### config.mk
export PLATFORM = sky130hd
export DESIGN_NAME = lock_session_ctrl
export DESIGN_NICKNAME = d
export VERILOG_FILES = /design/src/rtl/lock_session_ctrl.sv
export SDC_FILE = /design/constraint.sdc
export NUM_CORES = 1
export LEC_CHECK = 0
export CAP_MARGIN = 40
export CORE_ASPECT_RATIO = 0.9
export CORE_UTILIZATION = 50
export DETAILED_ROUTE_END_ITERATION = 8
export PLACE_DENSITY_LB_ADDON = 0.15
export SETUP_SLACK_MARGIN = 0.2
export SLEW_MARGIN = 0
export SYNTH_ARGS = -nofsm -noshare
export SYNTH_HDL_FRONTEND = slang
export SYNTH_SLANG_ARGS = --single-unit
### constraint.sdc
create_clock -name clk -period 3.2 [get_ports clk]
set_clock_uncertainty 0.15 [all_clocks]
set_input_delay 0.64 -clock clk [delete_from_list [all_inputs] [get_ports clk]]
set_output_delay 0.64 -clock clk [all_outputs]
set_load 0.01 [all_outputs]
### src/rtl/lock_session_ctrl.sv
// Entry-session sequencer for one lock core: arm, digit forwarding, verdict wait, open/fail/lockout.
// Defining LOCK_SESSION_BACKOFF_EN doubles each successive lockout (x1, x2, x4, capped at x8).
module lock_session_ctrl #(
    parameter int CODE_LEN       = 4,
    parameter int MAX_FAILS      = 3,
    parameter int OPEN_CYCLES    = 16,
    parameter int LOCKOUT_CYCLES = 64,
    parameter int RESULT_TIMEOUT = 8,
    parameter int ENTRY_TIMEOUT  = 32
) (
    input  logic       clk,
    input  logic       reset,
    input  logic       req,
    input  logic       key_valid,
    input  logic [3:0] key_digit,
    input  logic       lock_out,
    input  logic       lock_buzzer,
    output logic       lock_start_n,
    output logic       lock_rst_n,
    output logic [3:0] lock_digit,
    output logic       lock_dv,
    output logic       unlocked,
    output logic       alarm,
    output logic       busy,
    output logic [2:0] fail_cnt,
    output logic [2:0] state
);

    typedef enum logic [2:0] {
        S_IDLE    = 3'd0,
        S_ARM     = 3'd1,
        S_ENTRY   = 3'd2,
        S_WAIT    = 3'd3,
        S_OPEN    = 3'd4,
        S_FAIL    = 3'd5,
        S_LOCKOUT = 3'd6,
        S_CLEAR   = 3'd7
    } state_t;

    function automatic int max2(input int a, input int b);
        return (a > b) ? a : b;
    endfunction

`ifdef LOCK_SESSION_BACKOFF_EN
    localparam int LOCK_MAX = LOCKOUT_CYCLES * 8;
`else
    localparam int LOCK_MAX = LOCKOUT_CYCLES;
`endif
    // One timer serves every timed state; it is sized for the longest of them.
    localparam int T_MAX = max2(max2(OPEN_CYCLES, LOCK_MAX), max2(RESULT_TIMEOUT, ENTRY_TIMEOUT));
    localparam int TMR_W = $clog2(T_MAX + 1);
    localparam int DC_W  = $clog2(CODE_LEN + 1);

    localparam logic [TMR_W-1:0] OPEN_LAST   = TMR_W'(OPEN_CYCLES - 1);
    localparam logic [TMR_W-1:0] RESULT_LAST = TMR_W'(RESULT_TIMEOUT - 1);
    localparam logic [TMR_W-1:0] ENTRY_LAST  = TMR_W'(ENTRY_TIMEOUT - 1);
    localparam logic [TMR_W-1:0] LOCK_LAST0  = TMR_W'(LOCKOUT_CYCLES - 1);
    localparam logic [DC_W-1:0]  DIG_LAST    = DC_W'(CODE_LEN - 1);
    localparam logic [2:0]       MAX_F       = 3'(MAX_FAILS);

    state_t            state_r;
    state_t            state_next_s;
    logic              tmr_run_s;
    logic [TMR_W-1:0]  tmr_r;
    logic [TMR_W-1:0]  lock_last_s;
    logic [DC_W-1:0]   dcnt_r;
    logic [2:0]        fail_cnt_r;
    logic              lock_start_n_r;
    logic              lock_rst_n_r;
    logic [3:0]        lock_digit_r;
    logic              lock_dv_r;
    logic              unlocked_r;
    logic              alarm_r;
    logic              busy_r;

`ifdef LOCK_SESSION_BACKOFF_EN
    logic [1:0] backoff_r;
    logic [1:0] lo_shift_r;

    // Backoff level: the current lockout uses the level captured on entry, then the level rises
    always_ff @(posedge clk) begin
        if (reset) begin
            backoff_r  <= 2'd0;
            lo_shift_r <= 2'd0;
        end else if (state_r == S_FAIL && state_next_s == S_LOCKOUT) begin
            lo_shift_r <= backoff_r;
            backoff_r  <= (backoff_r == 2'd3) ? backoff_r : backoff_r + 2'd1;
        end else if (state_r == S_WAIT && state_next_s == S_OPEN) begin
            backoff_r  <= 2'd0;
            lo_shift_r <= lo_shift_r;
        end else begin
            backoff_r  <= backoff_r;
            lo_shift_r <= lo_shift_r;
        end
    end

    // Terminal timer value for the lockout in progress
    always_comb begin
        lock_last_s = LOCK_LAST0;
        case (lo_shift_r)
            2'd0:    lock_last_s = LOCK_LAST0;
            2'd1:    lock_last_s = TMR_W'(LOCKOUT_CYCLES * 2 - 1);
            2'd2:    lock_last_s = TMR_W'(LOCKOUT_CYCLES * 4 - 1);
            2'd3:    lock_last_s = TMR_W'(LOCKOUT_CYCLES * 8 - 1);
            default: lock_last_s = LOCK_LAST0;
        endcase
    end
`else
    assign lock_last_s = LOCK_LAST0;
`endif

    // Next-state decode and timer enable
    always_comb begin
        state_next_s = state_r;
        tmr_run_s    = 1'b0;
        case (state_r)
            S_IDLE: begin
                if (req) state_next_s = S_ARM;
                else     state_next_s = S_IDLE;
            end
            S_ARM: state_next_s = S_ENTRY;
            S_ENTRY: begin
                tmr_run_s = 1'b1;
                // A key on the timeout cycle wins over the abort.
                if (key_valid) begin
                    if (dcnt_r == DIG_LAST) state_next_s = S_WAIT;
                    else                    state_next_s = S_ENTRY;
                end else if (tmr_r == ENTRY_LAST) begin
                    state_next_s = S_CLEAR;
                end else begin
                    state_next_s = S_ENTRY;
                end
            end
            S_WAIT: begin
                tmr_run_s = 1'b1;
                if (lock_buzzer)                state_next_s = S_FAIL;
                else if (lock_out)              state_next_s = S_OPEN;
                else if (tmr_r == RESULT_LAST)  state_next_s = S_FAIL;
                else                            state_next_s = S_WAIT;
            end
            S_OPEN: begin
                tmr_run_s = 1'b1;
                if (tmr_r == OPEN_LAST) state_next_s = S_CLEAR;
                else                    state_next_s = S_OPEN;
            end
            S_FAIL: begin
                if (fail_cnt_r == MAX_F) state_next_s = S_LOCKOUT;
                else                     state_next_s = S_CLEAR;
            end
            S_LOCKOUT: begin
                tmr_run_s = 1'b1;
                if (tmr_r == lock_last_s) state_next_s = S_CLEAR;
                else                      state_next_s = S_LOCKOUT;
            end
            S_CLEAR: state_next_s = S_IDLE;
            default: state_next_s = S_IDLE;
        endcase
    end

    // State, shared timer and digit counter
    always_ff @(posedge clk) begin
        if (reset) begin
            state_r <= S_IDLE;
            tmr_r   <= {TMR_W{1'b0}};
            dcnt_r  <= {DC_W{1'b0}};
        end else begin
            state_r <= state_next_s;
            if (!tmr_run_s || state_next_s != state_r || (state_r == S_ENTRY && key_valid))
                tmr_r <= {TMR_W{1'b0}};
            else
                tmr_r <= tmr_r + TMR_W'(1);
            if (state_r == S_ARM)
                dcnt_r <= {DC_W{1'b0}};
            else if (state_r == S_ENTRY && key_valid)
                dcnt_r <= dcnt_r + DC_W'(1);
            else
                dcnt_r <= dcnt_r;
        end
    end

    // Consecutive-failure counter: bumped on FAIL entry, cleared by an open or an expired lockout
    always_ff @(posedge clk) begin
        if (reset)
            fail_cnt_r <= 3'd0;
        else if (state_next_s == S_FAIL && state_r != S_FAIL)
            fail_cnt_r <= (fail_cnt_r == 3'd7) ? fail_cnt_r : fail_cnt_r + 3'd1;
        else if (state_r == S_WAIT && state_next_s == S_OPEN)
            fail_cnt_r <= 3'd0;
        else if (state_r == S_LOCKOUT && state_next_s == S_CLEAR)
            fail_cnt_r <= 3'd0;
        else
            fail_cnt_r <= fail_cnt_r;
    end

    // Registered outputs, decoded from the next state so they line up with the state register
    always_ff @(posedge clk) begin
        if (reset) begin
            lock_start_n_r <= 1'b1;
            lock_rst_n_r   <= 1'b0;
            lock_digit_r   <= 4'd0;
            lock_dv_r      <= 1'b0;
            unlocked_r     <= 1'b0;
            alarm_r        <= 1'b0;
            busy_r         <= 1'b0;
        end else begin
            lock_start_n_r <= (state_next_s != S_ARM);
            lock_rst_n_r   <= (state_next_s != S_CLEAR);
            unlocked_r     <= (state_next_s == S_OPEN);
            alarm_r        <= (state_next_s == S_LOCKOUT);
            busy_r         <= (state_next_s != S_IDLE);
            lock_dv_r      <= (state_r == S_ENTRY) && key_valid;
            if (state_r == S_ENTRY && key_valid)
                lock_digit_r <= key_digit;
            else
                lock_digit_r <= lock_digit_r;
        end
    end

    assign lock_start_n = lock_start_n_r;
    assign lock_rst_n   = lock_rst_n_r;
    assign lock_digit   = lock_digit_r;
    assign lock_dv      = lock_dv_r;
    assign unlocked     = unlocked_r;
    assign alarm        = alarm_r;
    assign busy         = busy_r;
    assign fail_cnt     = fail_cnt_r;
    assign state        = state_r;

endmodule

-- Yosys cells after proc, flatten, opt, wreduce, memory -nomap -nowiden
Index checks and enable logic that the tools add are counted.
- flip-flop bits (word level): 26
- input port bits: 10
- $add $sub $neg: 3
- equality and inequality tests: 23
- muxes and demuxes: 16
- reduce and logical (&&, ||, !) cells: 14
- operators with widths (cell ; number):
    $eq A3 B3 Y1 const B ; 9
    $mux W3 ; 9
    $pmux W3 S8 ; 1
    $eq A3 B2 Y1 const B ; 4
    $add A7 B1 Y7 const B ; 1
    $eq A7 B3 Y1 const B ; 1
    $eq A7 B4 Y1 const B ; 1
    $eq A7 B5 Y1 const B ; 1
    $eq A7 B6 Y1 const B ; 1
    $add A3 B1 Y3 const B ; 2
    $ne A3 B3 Y1 const B ; 2
    $reduce_bool A3 Y1 ; 2
    $mux W1 ; 5
    $logic_and A1 B1 Y1 ; 4
    $reduce_or A2 Y1 ; 2
    $reduce_or A4 Y1 ; 1
    $eq A3 B1 Y1 const B ; 1
    $logic_not A3 Y1 ; 1
    $ne A3 B1 Y1 const B ; 1
    $ne A3 B3 Y1 ; 1
    $logic_or A1 B1 Y1 ; 2
    $mux W2 ; 1
    $ne A2 B2 Y1 const B ; 1
    $reduce_and A2 Y1 ; 1
    $logic_not A1 Y1 ; 1

-- Depth between registers and ports, before layout
- depth after elaboration: 10
- gate-level depth with buffers: 7

-- Least setup slack after synthesis
No wires, ideal clock.
- kind: register to register
- start: reg tmr_r[0]
- end: reg tmr_r[2]
- setup time: 0.142 ns
- data arrival time: 1.894 ns
- slack: 1.014 ns
- cell stages (with the launch flop): 8
- path buffers: 0
- period minus slack after synthesis: 2.186 ns
- path through: dfxtp_1 > ha_1 > and3_1 > nand3_1 > nor4_1 > nor4b_1 > o31ai_1 > nor2_1
- longest elaborated chain between the ends: 9
- elaborated cells on any way between the ends: 17
- RTL lines (what ; RTL line ; source):
    from (decl) ; 64 ; logic [TMR_W-1:0] tmr_r;
    from (signal assigned) ; 164 ; tmr_r <= {TMR_W{1'b0}};
    from (signal assigned) ; 169 ; tmr_r <= {TMR_W{1'b0}};
    from (signal assigned) ; 171 ; tmr_r <= tmr_r + TMR_W'(1);
    $eq A7 B3 Y1 ; 138 ; else if (tmr_r == RESULT_LAST) state_next_s = S_FAIL;
    $mux W3 ; 138 ;
    $mux W3 ; 137 ; else if (lock_out) state_next_s = S_OPEN;
    $mux W3 ; 136 ; if (lock_buzzer) state_next_s = S_FAIL;
    $pmux W3 S8 ; 116 ; case (state_r)
    $ne A3 B3 Y1 ; 168 ; if (!tmr_run_s || state_next_s != state_r || (state_r == S_ENTRY && key_valid))
    $logic_or A1 B1 Y1 (2 in series) ; 168 ;
    $reduce_or A2 Y1 (no line) ; - ;
Parallel ways exist; a longest one is shown, timed or not.
A chain may end at the register's enable or synchronous reset.

-- Final worst setup path
- start: reg tmr_r[0]
- end: reg tmr_r[6]
The elaborated chain is that of the path after synthesis.

==> results.cfg <==
[status]
status = complete, no violations

[finish]
final_common_cell = dfxtp_1
area_growth_pct = 27.6
nFillCells = 189
final_cell_mix = dfxtp_1, clkdlybuf4s50_1, nor2_1
post-route-cell-area_um2 = 1510
multiInputGateArea_um2 = 606
nNetsFinal = 180
diodes = 0
drive_gt1_frac = 0.0429
regArea_um2 = 520

[worst_hold_path]
holdCritPathClass = reg2reg
min_to = tmr_r[0]
min_from = tmr_r[0]
whs_path_depth = 1

[timing]
max_freq_ghz = 0.364
rsz0062_at_grt = no
min_period_ps = 2750
slew_headroom = 0.446
worst-slew-pin-transition_ps = 824
fin_crit_sh = 0.858
finalHoldViolCount = 0
fin_setup_tns_ps = 0
finalMaxSlewViolations = 0
setup_viol = 0

[logic_synthesis]
synth_nets = 153
synth_top_family_by_area = simple AND/OR/NAND/NOR gates
ys_seq_area_frac = 0.441
yosysWarnings = 0
yosys-top-cells-area = dfxtp_1, ha_1, nor2_1
synth_top_area_frac = 0.441
synth_xor_area_frac = 0.0519
synth.avg_cell_area_um2 = 8.62
netlist_area_um2 = 1180
synth-simple-area-share = 0.239
synth_top_flop_cell = dfxtp_1
synth.largest_area_cell = dfxtp_1
synth.area.mux_share = 0.0169
ys_seq_elements = 26
synth_edf_count = 0
synth-adder-area-share = 0.0636
async_flop_share = 0
syn_inst = 137
synth.distinct_cells = 34
synth-compound-area-share = 0.141

[critical_path]
arrival_ps = 2790
worstPathRequired_ps = 3250
endpoint_kind = register
reg2reg_slack_ps = 450
reg2reg_from = tmr_r[0]
cp-start-kind = register
path_max_fanout = 7
r2r_end = tmr_r[6]
ff2ff_path_depth = 7
critPathKind = reg2reg

[die]
pin_count = 26
dieArea_um2 = 2560
initial_core_util = 0.536
die_h_um = 48.1
die_w_um = 53.2
rows = 16
coreArea_um2 = 2200

[routing]
via_count = 1028
drt.antenna.violating_nets = 0
routed_wl_um = 2580
wl_per_cell_um = 13.6
drt_first_iter_violations = 26
viasPerCell = 5.41
first_pass_iters = 4
drc_errors = 0

[job]
cap_viol_max_count = 0

[cts]
cts-root-buf = clkbuf_4
post_cts_resized = 0
cts_setup_buffers = 0
cts_buffer_depth = 2
cts_tree = built
cts.clk_slew.worst_paths_ps = 140
cts_num_sinks = 26
cts_made_buffers = 3
insertion_delay_ps = 330
postCtsHoldBufs = 0
htreeDepth = 1

[power]
power.leakage_nw = 0.553
seq_power_share = 0.433
clkPwrFrac = 0.229
p_switching_uw = 328
p_per_area_nw_per_um2 = 653
intPower_uw = 656
p_comb_frac = 0.338
peakVddDrop_v = 0.000535
power.share.switching = 0.334

[placement]
dp_hpwl_um = 1920
place_area_um2 = 1460
portBuffers = 25
globalplace.congestion = 0.816

[grt]
grt_pass1_wl_um = 4040
overflow = 0
grt_pass1_vias = 913
grt_start_max_net_pins = 16
grt_use_total = 0.222
antenna_found_initial = 0
==> worst max path at each step <==
stage	startpoint	endpoint	slack, ps	cells past startpoint
2_1_floorplan	tmr_r[0]	tmr_r[2]	1010	7
3_3_place_gp	key_valid	tmr_r[6]	360	7
3_5_place_dp	key_valid	tmr_r[2]	280	7
4_1_cts	tmr_r[0]	tmr_r[6]	520	7
5_1_grt	tmr_r[0]	tmr_r[6]	210	7
6_report	tmr_r[0]	tmr_r[6]	450	7
==> synthesized netlist by cell type (2+ instances only) <==
| library cell | count |
|---|---|
| nor2_1 | 18 |
| o21ai_0 | 2 |
| o22ai_1 | 2 |
| nand4_1 | 2 |
| nor4_1 | 3 |
| xnor2_1 | 5 |
| mux2i_1 | 2 |
| nand2_1 | 17 |
| dfxtp_1 | 26 |
| o31ai_1 | 2 |
| or3_1 | 3 |
| o31a_1 | 2 |
| ha_1 | 6 |
| buf_2 | 2 |
| nor3b_1 | 2 |
| a21oi_1 | 10 |
| inv_1 | 10 |
| clkbuf_1 | 2 |
| xor2_1 | 2 |
| nand3_1 | 3 |
| nor3_1 | 3 |
==> critical path: stages (launching register included) <==
cell and delay, ps:
dfxtp_1 380, ha_1 230, and3_1 250, nand3_1 130, nor4_1 440, nor4b_1 170
o31ai_1 740, nor2_1 120
==> logic make-up (layout without fill, tap and decap cells) <==
group | count (synthesis) | in the layout
fa+ha+maj | 6 | 6
simple gates | 58 | 58
buf+inv | 14 | 40
mux | 2 | 2
compound gates | 24 | 24
flops | 26 | 26
xor+xnor | 7 | 7
==> flip-flops by register name, indices dropped and copies added, names as in the netlist <==
signal and cells:
lock_rst_n 1, alarm 1, lock_start_n 1, state 3
unlocked 1, fail_cnt 3, lock_digit 4, busy 1
tmr_r 7, dcnt_r 3, lock_dv 1
==> cell type report <==
cell class	count	share of cell area
Multi-Input combinational cell	97	0.402
Sequential cell	26	0.345
Timing Repair Buffer	26	0.171
Inverter	10	0.0249
Tap cell	27	0.0224
Clock inverter	1	0.0199
Clock buffer	3	0.0149
==> per-stage QoR <==
stage                     power [mW]  cells   util  hold slack [ps]  worst slack, ps
after global routing            1.04    190  0.685              340              215
after CTS                      0.989    190  0.685              308              522
after detailed placement       0.762    186  0.661              286              279
final                          0.985    190  0.685              304              454
after floorplan                0.637    137      -              268             1010
after global placement         0.751    186  0.661              276              364
==> power groups by stage <==
stage	Clock, mW	Sequential, mW	Combinational [mW]
after floorplan	0	0.416	0.221
after global placement	0	0.428	0.323
after detailed placement	0	0.432	0.330
after CTS	0.230	0.426	0.334
after global routing	0.245	0.435	0.363
final	0.226	0.426	0.333
==> per-layer routing <==
| layer | part of all wire | global-route usage | wire [um] |
|---|---|---|---|
| met5 | 0 | 0 | 0 |
| met3 | 0.043 | 0.0748 | 110 |
| met1 | 0.47 | 0.275 | 1210 |
| met4 | 0 | 0.0316 | 0 |
| met2 | 0.49 | 0.388 | 1260 |
(Power assumes the default switching activity.)
